--- config.mk ---
export PLATFORM = sky130hd
export DESIGN_NAME = synapse_fetch_scheduler_flat
export DESIGN_NICKNAME = d
export VERILOG_FILES = /design/src/rtl/synapse_fetch_scheduler_if.sv /design/src/rtl/synapse_fetch_scheduler.sv /design/src/flat_wrapper.sv
export SDC_FILE = /design/constraint.sdc
export NUM_CORES = 1
export LEC_CHECK = 0
export BUFFER_PORTS_ARGS = -buffer_cell sky130_fd_sc_hd__buf_2
export CORE_MARGIN = 10
export CORE_UTILIZATION = 52
export DETAILED_ROUTE_END_ITERATION = 8
export PLACE_DENSITY_LB_ADDON = 0.05
export SYNTH_ARGS = -nofsm -noshare
export SYNTH_HDL_FRONTEND = slang
export SYNTH_SLANG_ARGS = --single-unit
--- constraint.sdc ---
create_clock -name clk -period 3.45 [get_ports clk]
set_input_delay 0.345 -clock clk [delete_from_list [all_inputs] [get_ports clk]]
set_output_delay 0.345 -clock clk [all_outputs]
set_load 0.01 [all_outputs]
--- src/rtl/synapse_fetch_scheduler_if.sv ---
// Bundles the spike/boot request inputs, the BRAM port-B read side and the
// tagged read-data strobes of the synapse fetch scheduler.
interface synapse_fetch_scheduler_if #(
  parameter int N_NEURONS = 30,
  parameter int ADDR_W    = 10
);
  logic                 boot_req;
  logic [N_NEURONS-1:0] spike_in;
  logic                 bram_en;
  logic [ADDR_W-1:0]    bram_addr;
  logic                 rd_valid;
  logic                 rd_first;
  logic                 rd_last;
  logic [4:0]           rd_tag;
  logic                 rd_boot;
  logic                 busy;
  logic [N_NEURONS-1:0] pending;
  logic                 spike_merged;

  modport master (
    output boot_req, spike_in,
    input  bram_en, bram_addr, rd_valid, rd_first, rd_last, rd_tag, rd_boot,
           busy, pending, spike_merged
  );

  modport slave (
    input  boot_req, spike_in,
    output bram_en, bram_addr, rd_valid, rd_first, rd_last, rd_tag, rd_boot,
           busy, pending, spike_merged
  );
endinterface

--- src/rtl/synapse_fetch_scheduler.sv ---
// Shares the weight/bias BRAM read port between 30 spike requesters and the boot bias fetch.
// Define SFS_ROUND_ROBIN_EN for rotating priority; otherwise lowest pending index wins.
//
// state | meaning
// IDLE  | no burst in flight; bram_en low; grant decided from boot_pend / pending
// ISSUE | driving burst beat beat_q on bram_addr with bram_en high
module synapse_fetch_scheduler #(
  parameter int N_NEURONS = 30,
  parameter int ADDR_W    = 10,
  parameter int BURST     = 2,
  parameter int STRIDE    = 2,
  parameter int BIAS_BASE = 60,
  parameter int BIAS_LEN  = 2,
  parameter int RD_LAT    = 1
) (
  input logic                  clk,
  input logic                  rst,
  synapse_fetch_scheduler_if.slave bus
);

  localparam int RET_W = RD_LAT * 9;

  typedef enum logic {IDLE, ISSUE} state_t;

  state_t               state_q, state_d;
  logic [N_NEURONS-1:0] pending_q, pending_d, grant_vec;
  logic                 boot_pend_q, boot_pend_d, grant_boot;
  logic [ADDR_W-1:0]    base_q, base_d, addr_q, addr_d;
  logic [1:0]           beat_q, beat_d, last_beat_q, last_beat_d;
  logic                 en_q, en_d, first_q, first_d, last_q, last_d;
  logic                 boot_q, boot_d, merged_q, merged_d;
  logic [4:0]           tag_q, tag_d;
  logic                 arb_found;
  logic [4:0]           arb_idx, cand;
  logic [8:0]           ret_in;
  logic [RD_LAT-1:0][8:0] ret_q;
`ifdef SFS_ROUND_ROBIN_EN
  logic [4:0]           last_grant_q, last_grant_d;
`endif

  // Scan the pending set once, starting one past the last winner when rotating.
  always_comb begin
    arb_found = 1'b0;
    arb_idx   = '0;
    cand      = '0;
    for (int k = 0; k < N_NEURONS; k++) begin
`ifdef SFS_ROUND_ROBIN_EN
      cand = 5'((int'(last_grant_q) + 1 + k) % N_NEURONS);
`else
      cand = 5'(k);
`endif
      if (!arb_found && pending_q[cand]) begin
        arb_found = 1'b1;
        arb_idx   = cand;
      end
    end
  end

  always_comb begin
    state_d     = state_q;
    base_d      = base_q;
    beat_d      = beat_q;
    last_beat_d = last_beat_q;
    en_d        = 1'b0;
    addr_d      = '0;
    first_d     = 1'b0;
    last_d      = 1'b0;
    tag_d       = '0;
    boot_d      = 1'b0;
    grant_vec   = '0;
    grant_boot  = 1'b0;
`ifdef SFS_ROUND_ROBIN_EN
    last_grant_d = last_grant_q;
`endif
    case (state_q)
      IDLE: begin
        if (boot_pend_q) begin
          grant_boot  = 1'b1;
          base_d      = ADDR_W'(BIAS_BASE);
          last_beat_d = 2'(BIAS_LEN - 1);
          beat_d      = '0;
          en_d        = 1'b1;
          addr_d      = ADDR_W'(BIAS_BASE);
          first_d     = 1'b1;
          last_d      = (BIAS_LEN == 1);
          boot_d      = 1'b1;
          state_d     = ISSUE;
        end else if (arb_found) begin
          grant_vec[arb_idx] = 1'b1;
          base_d      = ADDR_W'(arb_idx) * ADDR_W'(STRIDE);
          last_beat_d = 2'(BURST - 1);
          beat_d      = '0;
          en_d        = 1'b1;
          addr_d      = ADDR_W'(arb_idx) * ADDR_W'(STRIDE);
          first_d     = 1'b1;
          last_d      = (BURST == 1);
          tag_d       = arb_idx;
          state_d     = ISSUE;
`ifdef SFS_ROUND_ROBIN_EN
          last_grant_d = arb_idx;
`endif
        end
      end
      ISSUE: begin
        // Leaving on the last beat guarantees one dead cycle before the next grant.
        if (beat_q == last_beat_q) begin
          state_d = IDLE;
        end else begin
          beat_d = beat_q + 2'd1;
          en_d   = 1'b1;
          addr_d = base_q + ADDR_W'(beat_d);
          last_d = (beat_d == last_beat_q);
          tag_d  = tag_q;
          boot_d = boot_q;
        end
      end
      default: state_d = IDLE;
    endcase

    // A spike landing on the bit being granted re-arms it.
    pending_d   = (pending_q & ~grant_vec) | bus.spike_in;
    merged_d    = |(bus.spike_in & pending_q & ~grant_vec);
    boot_pend_d = (boot_pend_q & ~grant_boot) | bus.boot_req;
  end

  assign ret_in = {en_q, first_q, last_q, tag_q, boot_q};

  always_ff @(posedge clk) begin
    if (rst) begin
      state_q     <= IDLE;
      pending_q   <= '0;
      boot_pend_q <= 1'b0;
      base_q      <= '0;
      addr_q      <= '0;
      beat_q      <= '0;
      last_beat_q <= '0;
      en_q        <= 1'b0;
      first_q     <= 1'b0;
      last_q      <= 1'b0;
      tag_q       <= '0;
      boot_q      <= 1'b0;
      merged_q    <= 1'b0;
      ret_q       <= '0;
`ifdef SFS_ROUND_ROBIN_EN
      last_grant_q <= 5'(N_NEURONS - 1);
`endif
    end else begin
      state_q     <= state_d;
      pending_q   <= pending_d;
      boot_pend_q <= boot_pend_d;
      base_q      <= base_d;
      addr_q      <= addr_d;
      beat_q      <= beat_d;
      last_beat_q <= last_beat_d;
      en_q        <= en_d;
      first_q     <= first_d;
      last_q      <= last_d;
      tag_q       <= tag_d;
      boot_q      <= boot_d;
      merged_q    <= merged_d;
      ret_q       <= (ret_q << 9) | RET_W'(ret_in);
`ifdef SFS_ROUND_ROBIN_EN
      last_grant_q <= last_grant_d;
`endif
    end
  end

  assign bus.bram_en      = en_q;
  assign bus.bram_addr    = addr_q;
  assign bus.rd_valid     = ret_q[RD_LAT-1][8];
  assign bus.rd_first     = ret_q[RD_LAT-1][7];
  assign bus.rd_last      = ret_q[RD_LAT-1][6];
  assign bus.rd_tag       = ret_q[RD_LAT-1][5:1];
  assign bus.rd_boot      = ret_q[RD_LAT-1][0];
  assign bus.busy         = (state_q != IDLE);
  assign bus.pending      = pending_q;
  assign bus.spike_merged = merged_q;

endmodule

--- src/flat_wrapper.sv ---
// flat-port wrapper written by rule: the top's interface ports become plain ports
module synapse_fetch_scheduler_flat 
#(
  parameter int N_NEURONS = 30,
  parameter int ADDR_W    = 10,
  parameter int BURST     = 2,
  parameter int STRIDE    = 2,
  parameter int BIAS_BASE = 60,
  parameter int BIAS_LEN  = 2,
  parameter int RD_LAT    = 1
)
  (clk, rst, bus_boot_req, bus_spike_in, bus_bram_en, bus_bram_addr, bus_rd_valid, bus_rd_first, bus_rd_last, bus_rd_tag, bus_rd_boot, bus_busy, bus_pending, bus_spike_merged);
  synapse_fetch_scheduler_if #(.N_NEURONS(N_NEURONS), .ADDR_W(ADDR_W)) bus_i ();
  input logic clk;
  input logic rst;
  input wire logic [$bits(bus_i.boot_req)-1:0] bus_boot_req;
  input wire logic [$bits(bus_i.spike_in)-1:0] bus_spike_in;
  output wire logic [$bits(bus_i.bram_en)-1:0] bus_bram_en;
  output wire logic [$bits(bus_i.bram_addr)-1:0] bus_bram_addr;
  output wire logic [$bits(bus_i.rd_valid)-1:0] bus_rd_valid;
  output wire logic [$bits(bus_i.rd_first)-1:0] bus_rd_first;
  output wire logic [$bits(bus_i.rd_last)-1:0] bus_rd_last;
  output wire logic [$bits(bus_i.rd_tag)-1:0] bus_rd_tag;
  output wire logic [$bits(bus_i.rd_boot)-1:0] bus_rd_boot;
  output wire logic [$bits(bus_i.busy)-1:0] bus_busy;
  output wire logic [$bits(bus_i.pending)-1:0] bus_pending;
  output wire logic [$bits(bus_i.spike_merged)-1:0] bus_spike_merged;
  assign bus_i.boot_req = bus_boot_req;
  assign bus_i.spike_in = bus_spike_in;
  assign bus_bram_en = bus_i.bram_en;
  assign bus_bram_addr = bus_i.bram_addr;
  assign bus_rd_valid = bus_i.rd_valid;
  assign bus_rd_first = bus_i.rd_first;
  assign bus_rd_last = bus_i.rd_last;
  assign bus_rd_tag = bus_i.rd_tag;
  assign bus_rd_boot = bus_i.rd_boot;
  assign bus_busy = bus_i.busy;
  assign bus_pending = bus_i.pending;
  assign bus_spike_merged = bus_i.spike_merged;
  synapse_fetch_scheduler #(.N_NEURONS(N_NEURONS), .ADDR_W(ADDR_W), .BURST(BURST), .STRIDE(STRIDE), .BIAS_BASE(BIAS_BASE), .BIAS_LEN(BIAS_LEN), .RD_LAT(RD_LAT)) u_core (.clk(clk), .rst(rst), .bus(bus_i));
endmodule
; After elaboration in Yosys (flattened, before gate mapping)
; Cells that the tools add are included.
[classes]
add_sub_neg = 2
reduce_logical = 64
n_bitwise = 9
eq_ne = 5
n_lt_le_gt_ge = 2
muxes = 90
[op_table]
columns = op, count
row1 = 5-bit two-way mux, 30
row2 = 30-bit bitwise AND, 3
row3 = 30-bit two-way mux, 3
row4 = 10-bit two-way mux, 4
row5 = 1-bit two-way mux, 39
row6 = 1-bit logical AND, 30
row7 = 30-bit inverter, 1
row8 = 30-bit OR, 1
row9 = 30-bit OR reduction, 1
row10 = 1-bit zero test, 29
row11 = 10-bit one-hot mux with 2 select lines, 1
row12 = 2-bit two-way mux, 6
row13 = 10-bit by 2-bit adder with 10-bit output, 1
row14 = 5-bit one-hot mux with 2 select lines, 1
row15 = "5-bit by 6-bit less-than comparator with 1-bit output, second input constant", 1
row16 = 6-bit two-way mux, 1
row17 = 1-bit one-hot mux with 2 select lines, 3
row18 = 1-bit demux with 5-bit select, 1
row19 = "5-bit by 1-bit >= comparator with 1-bit output, second input constant", 1
row20 = 2-bit == test, 2
row21 = "2-bit != test, second input constant", 2
row22 = 2-bit one-hot mux with 2 select lines, 1
row23 = 2-bit AND reduction, 2
row24 = "3-bit by 1-bit != test with 1-bit output, second input constant", 1
row25 = other kinds (6), 7
[word_totals]
output_inout_bits = 52
in_bits = 33
reg_bits = 74
elab_cells = 185

; Depth between registers and ports, before layout
[depth]
depth_word = 98
depth_mapped = 10
mapped_depth_nobuf = 9

; Worst setup path before layout
; OpenSTA, ideal clock, no wires.
[synth_timing]
path_kind = reg-to-reg
start = register u_core.pending_q[4], in the netlist u_core.bus.pending[4]
end = register u_core.merged_q, in the netlist u_core.bus.spike_merged
required_ns = 3.313
path_slack_ns = 0.937
n_path_buf = 0
synth_period_minus_slack_ns = 2.513
stages_incl_launch_ff = 10
arrival_time_ns = 2.376
setup_time_ns = 0.137
cell_sequence = dfxtp_1 > nor4_4 > nand4_4 > nor3_4 > and3_4 > o211ai_4 > o311ai_1 > o2111ai_1 > nor4b_2 > a41oi_2
[synth_via]
elab_chain_cells = 87
word_cells_on_any_way = 115
cone_classes = order compare: 2 / mux: 57 / bitwise: 3 / reduce/logical: 53
[synth_lines]
columns = element, line
row1 = "start, declared", synapse_fetch_scheduler.sv:26  ; logic [N_NEURONS-1:0] pending_q, pending_d, grant_vec;
row2 = "start signal, assigned", synapse_fetch_scheduler.sv:149  ; pending_q <= pending_d;
row3 = 1-bit logical AND, synapse_fetch_scheduler.sv:52  ; if (!arb_found && pending_q[cand]) begin
row4 = 1-bit two-way mux, synapse_fetch_scheduler.sv:52
row5 = 1-bit zero test, synapse_fetch_scheduler.sv:52
row6 = 1-bit logical AND, synapse_fetch_scheduler.sv:52
row7 = 1-bit two-way mux, synapse_fetch_scheduler.sv:52
row8 = 1-bit zero test, synapse_fetch_scheduler.sv:52
row9 = 1-bit logical AND, synapse_fetch_scheduler.sv:52
row10 = 1-bit two-way mux, synapse_fetch_scheduler.sv:52
row11 = [71 not listed], -
row12 = 1-bit two-way mux (implied by the code), synapse_fetch_scheduler.sv:89  ; grant_vec[arb_idx] = 1'b1;
row13 = 1-bit demux with 5-bit select, -
row14 = 30-bit two-way mux, synapse_fetch_scheduler.sv:88  ; end else if (arb_found) begin
row15 = 30-bit two-way mux, synapse_fetch_scheduler.sv:77  ; if (boot_pend_q) begin
row16 = 30-bit two-way mux, synapse_fetch_scheduler.sv:75  ; case (state_q)
row17 = 30-bit inverter, synapse_fetch_scheduler.sv:122  ; merged_d = |(bus.spike_in & pending_q & ~grant_vec);
row18 = 30-bit bitwise AND *, synapse_fetch_scheduler.sv:122
row19 = 30-bit OR reduction *, synapse_fetch_scheduler.sv:122
row20 = "end signal, assigned", synapse_fetch_scheduler.sv:160  ; merged_q <= merged_d;
row21 = "end, declared", synapse_fetch_scheduler.sv:31  ; logic boot_q, boot_d, merged_q, merged_d;
; Every way passes the cells marked *; elsewhere a longest branch is shown, timed or not.
; A chain may end at the register's enable or synchronous reset.

; Worst setup path after layout
; Same ends and word-level chain as after synthesis.

==> metrics.md <==
| Metric | Value |
|---|---|
| Status | finished clean |
| Final period util | 0.9216 |
| Power density cells | about 490 nW/um^2 |
| Hold Crit Class | in2reg |
| Post-synth EDFFs | 0 |
| Final setup violation count | 0 |
| Core Region | 5921 sq um |
| ANT cells | 0 |
| WP data arrival | 3.39 ns |
| Worst-margin pin slew | 1.070 ns |
| Filler cells | between 500 and 600 |
| Main synth FF type | dfxtp_1 |
| DPL Wire Length | 7140 um |
| Crit path launch type | register |
| Share of layout cells above drive strength 1 | 0.2688 |
| CTS Buf Count | 9 |
| Count leader, synth | dfxtp_1 |
| Area of the multi-input gates | 1682 sq um |
| Sequential area share after synthesis | 0.4103 |
| Routed Antenna Nets | 0 |
| DRT Wirelength | 9357 um |
| Worst skew pair latency | around 0.36 ns |
| WP data required | 3.66 ns |
| Placed cell areas | 3621 sq um |
| Initial DRT Pass Iterations | 6 |
| Ys async rst share | 0 |
| Reg-to-reg endpoint | u_core.bus.spike_merged |
| CTS Sinks | 65 |
| Global route overflow | 0 |
| DR vias/cell | 5.669 |
| Fin. Hold Viols | 0 |
| Relative max-transition margin | 0.2826 |
| Slew Limit Fails | 0 |
| CP Cell Sequence | nor4_4 -> nand4_4 -> nor3_4 -> a21o_2 -> o211ai_4 -> o311ai_1 -> o2111ai_1 -> nor4b_2 -> a41oi_2 |
| Layout Skew | ~0.014 ns |
| Hold Crit Depth | 2 |
| Synth top cells by count | 65 x dfxtp_1, 50 x a21oi_1, 47 x nor2_1 |
| DR DRC count | 0 |
| 1st-iter DRT viols | 224 |
| Yosys top cell area share | 0.4103 |
| Mapped Cells | around 380 |
| Hold-fix buffers, CTS | 0 |
| P&R area growth vs syn | 20.51% |
| Worst hold endpoint | u_core.ret_q[8] |
| Cell total after placement | 524 |
| Leading post-synthesis cells by cell area | dfxtp_1 41%, a21oi_1 7.9%, nor2_1 5.6% |
| Die Ht | 98.10 um |
| RD Place Congestion | approximately 0.90 |
| Worst setup EP type | register |
| Static Leakage | 1.703 nW |
| Crit path max fanout | 14 |
| Die W | approximately 98 um |
| FMAX | 0.3145 GHz |
| Worst Hold Launch | rst |
| CTS clk-pin slew, worst paths | 0.08 ns |
| Critical path's slowest cell | nor4_4 |
| Largest net degree at the start of global routing | 58 |
| # resized after CTS | 0 |
| RSZ-0062 raised after global routing | false |
| Clock Path Buffers | 2 |
| Setup bufs post-CTS | 0 |
| Root buf cell | clkbuf_8 |
| Synthesized area | 3172 sq um |
| IR drop worst, VDD | 0.2735 mV |
| Slowest stage delay, CP | roughly 0.52 ns |
| Nets | between 400 and 500 |
| Die ar. | 9624 sq um |
| PortBufs | between 80 and 90 |
| Setup_tns | 0 ns |
| Starting Density | 0.5357 |
| Flip-flop and latch area | 1301 sq um |
| Tmin final | 3.180 ns |
| Top-level port count | 85 |
| Cell area after layout | 3822 sq um |
| Area leader, netlist | dfxtp_1 |
| Distinct cell type count of the synthesized netlist | 63 |
| Reg2Reg Depth | 9 |
| First-pass GRT wire length | 15320 um |
| Yosys reg bits | 65 |
| Avg Cell Area, Syn | 8.413 sq um |
| FP Rows | 28 |
| CTS tree | yes |
| Via count | approximately 3000 |
| Post-DR wirelength/cell | 17.33 um |
| Overall power | 1.855 mW |
| Critical path type | reg2reg |
| RR Startpoint | u_core.bus.pending[4] |
| Initial antenna violation count | 0 |
| CTS HTree Levels | 3 |
| Yosys warnings | 0 |
| Max-Cap Viols | 0 |
| All-Layer GR Usage | 0.1929 |
| R2R setup slack | around 0.27 ns |
| Final Instance Count excl. Fillers | 540 |
| Vias in the first global route | 2957 |
==> through the flow <==
step           utilization  setup WS (ns)  hold slack (ns)
3_5_place_dp        0.6116         0.2988           0.4303
2_1_floorplan            -         0.9369           0.4138
3_3_place_gp        0.6116         0.3274           0.4156
4_1_cts             0.6456         0.2859           0.1783
6_report            0.6456         0.2704           0.1783
5_1_grt             0.6456        0.03903           0.1884
==> where the power goes <==
part / internal [mW] / leakage [nW] / switching, mW
Combinational: 0.125 / 1.06 / 0.198
Sequential: 0.799 / 0.539 / 0.0587
Clock: 0.340 / 0.100 / 0.334
==> state kept, by name, indices dropped and copies added (netlist names) <==
| signal | count |
|---|---|
| u_core.boot_q | 1 |
| u_core.tag_q | 5 |
| u_core.last_beat_q | 1 |
| u_core.boot_pend_q | 1 |
| u_core.beat_q | 2 |
| u_core.bus.busy | 1 |
| u_core.first_q | 1 |
| u_core.bus.spike_merged | 1 |
| u_core.base_q | 5 |
| u_core.last_q | 1 |
| u_core.ret_q | 9 |
| u_core.bus.bram_addr | 7 |
| u_core.bus.pending | 30 |
==> critical path: cells and delay by family, from the launching register on <==
kind / cells / cell delay, ns
and+or+nand+nor: 4 / 1.46
DFF: 1 / 0.39
AOI/OAI and AO/OA: 5 / 1.18
==> layout by cell type (no fill, tap or decap), types with 5 or more instances in the layout <==
cell type,netlist,routed
o22ai_1,5,5
dfxtp_1,65,65
nor3_1,6,6
a21oi_1,50,50
buf_2,1,81
nand2_1,21,21
inv_1,29,29
nand3_1,11,11
nor2b_1,12,12
o21ai_0,32,32
nor2_1,47,47
clkbuf_8,0,9
==> layout make-up <==
cell class / count / share of cell area
Multi-Input combinational cell: 270 / 0.4399
Sequential cell: 65 / 0.3404
Timing Repair Buffer: 85 / 0.1139
Clock buffer: 9 / 0.03241
Inverter: 29 / 0.02848
Tap cell: 75 / 0.02455
Clock inverter: 7 / 0.02029
==> kinds of logic (layout without fill, tap and decap cells) <==
group | count (synthesis) | in the layout | share of synthesized area
AOI/OAI and AO/OA | 128 | 128 | 0.2544
xor gates and xnor gates | 5 | 5 | 0.01381
adders and majority gates | 2 | 2 | 0.007888
buffers and inverters | 44 | 130 | 0.06193
DFF | 65 | 65 | 0.4103
other | 1 | 3 | 0.001182
and+or+nand+nor | 132 | 132 | 0.2505
==> how the worst max path moves through the flow <==
stage	startpoint	end	slack, ns
after floorplan	u_core.bus.pending[4]	u_core.bus.spike_merged	0.94
after global placement	u_core.bus.pending[4]	u_core.bus.spike_merged	0.33
after detailed placement	u_core.bus.pending[4]	u_core.bus.spike_merged	0.30
after CTS	u_core.bus.pending[4]	u_core.bus.spike_merged	0.29
after global routing	u_core.bus.pending[4]	u_core.bus.spike_merged	0.04
final	u_core.bus.pending[4]	u_core.bus.spike_merged	0.27
==> layer usage <==
| layer | vias up | wire (um) | global-route usage |
|---|---|---|---|
| met3 | 9 | 831 | 0.06413 |
| met2 | 131 | 4193 | 0.2924 |
| met5 | - | 0 | 0 |
| met1 | 1405 | 4267 | 0.2578 |
| li1 | 1516 | - | - |
| met4 | 0 | 65 | 0.04586 |
Note: power is estimated with default switching activity, not from simulation.
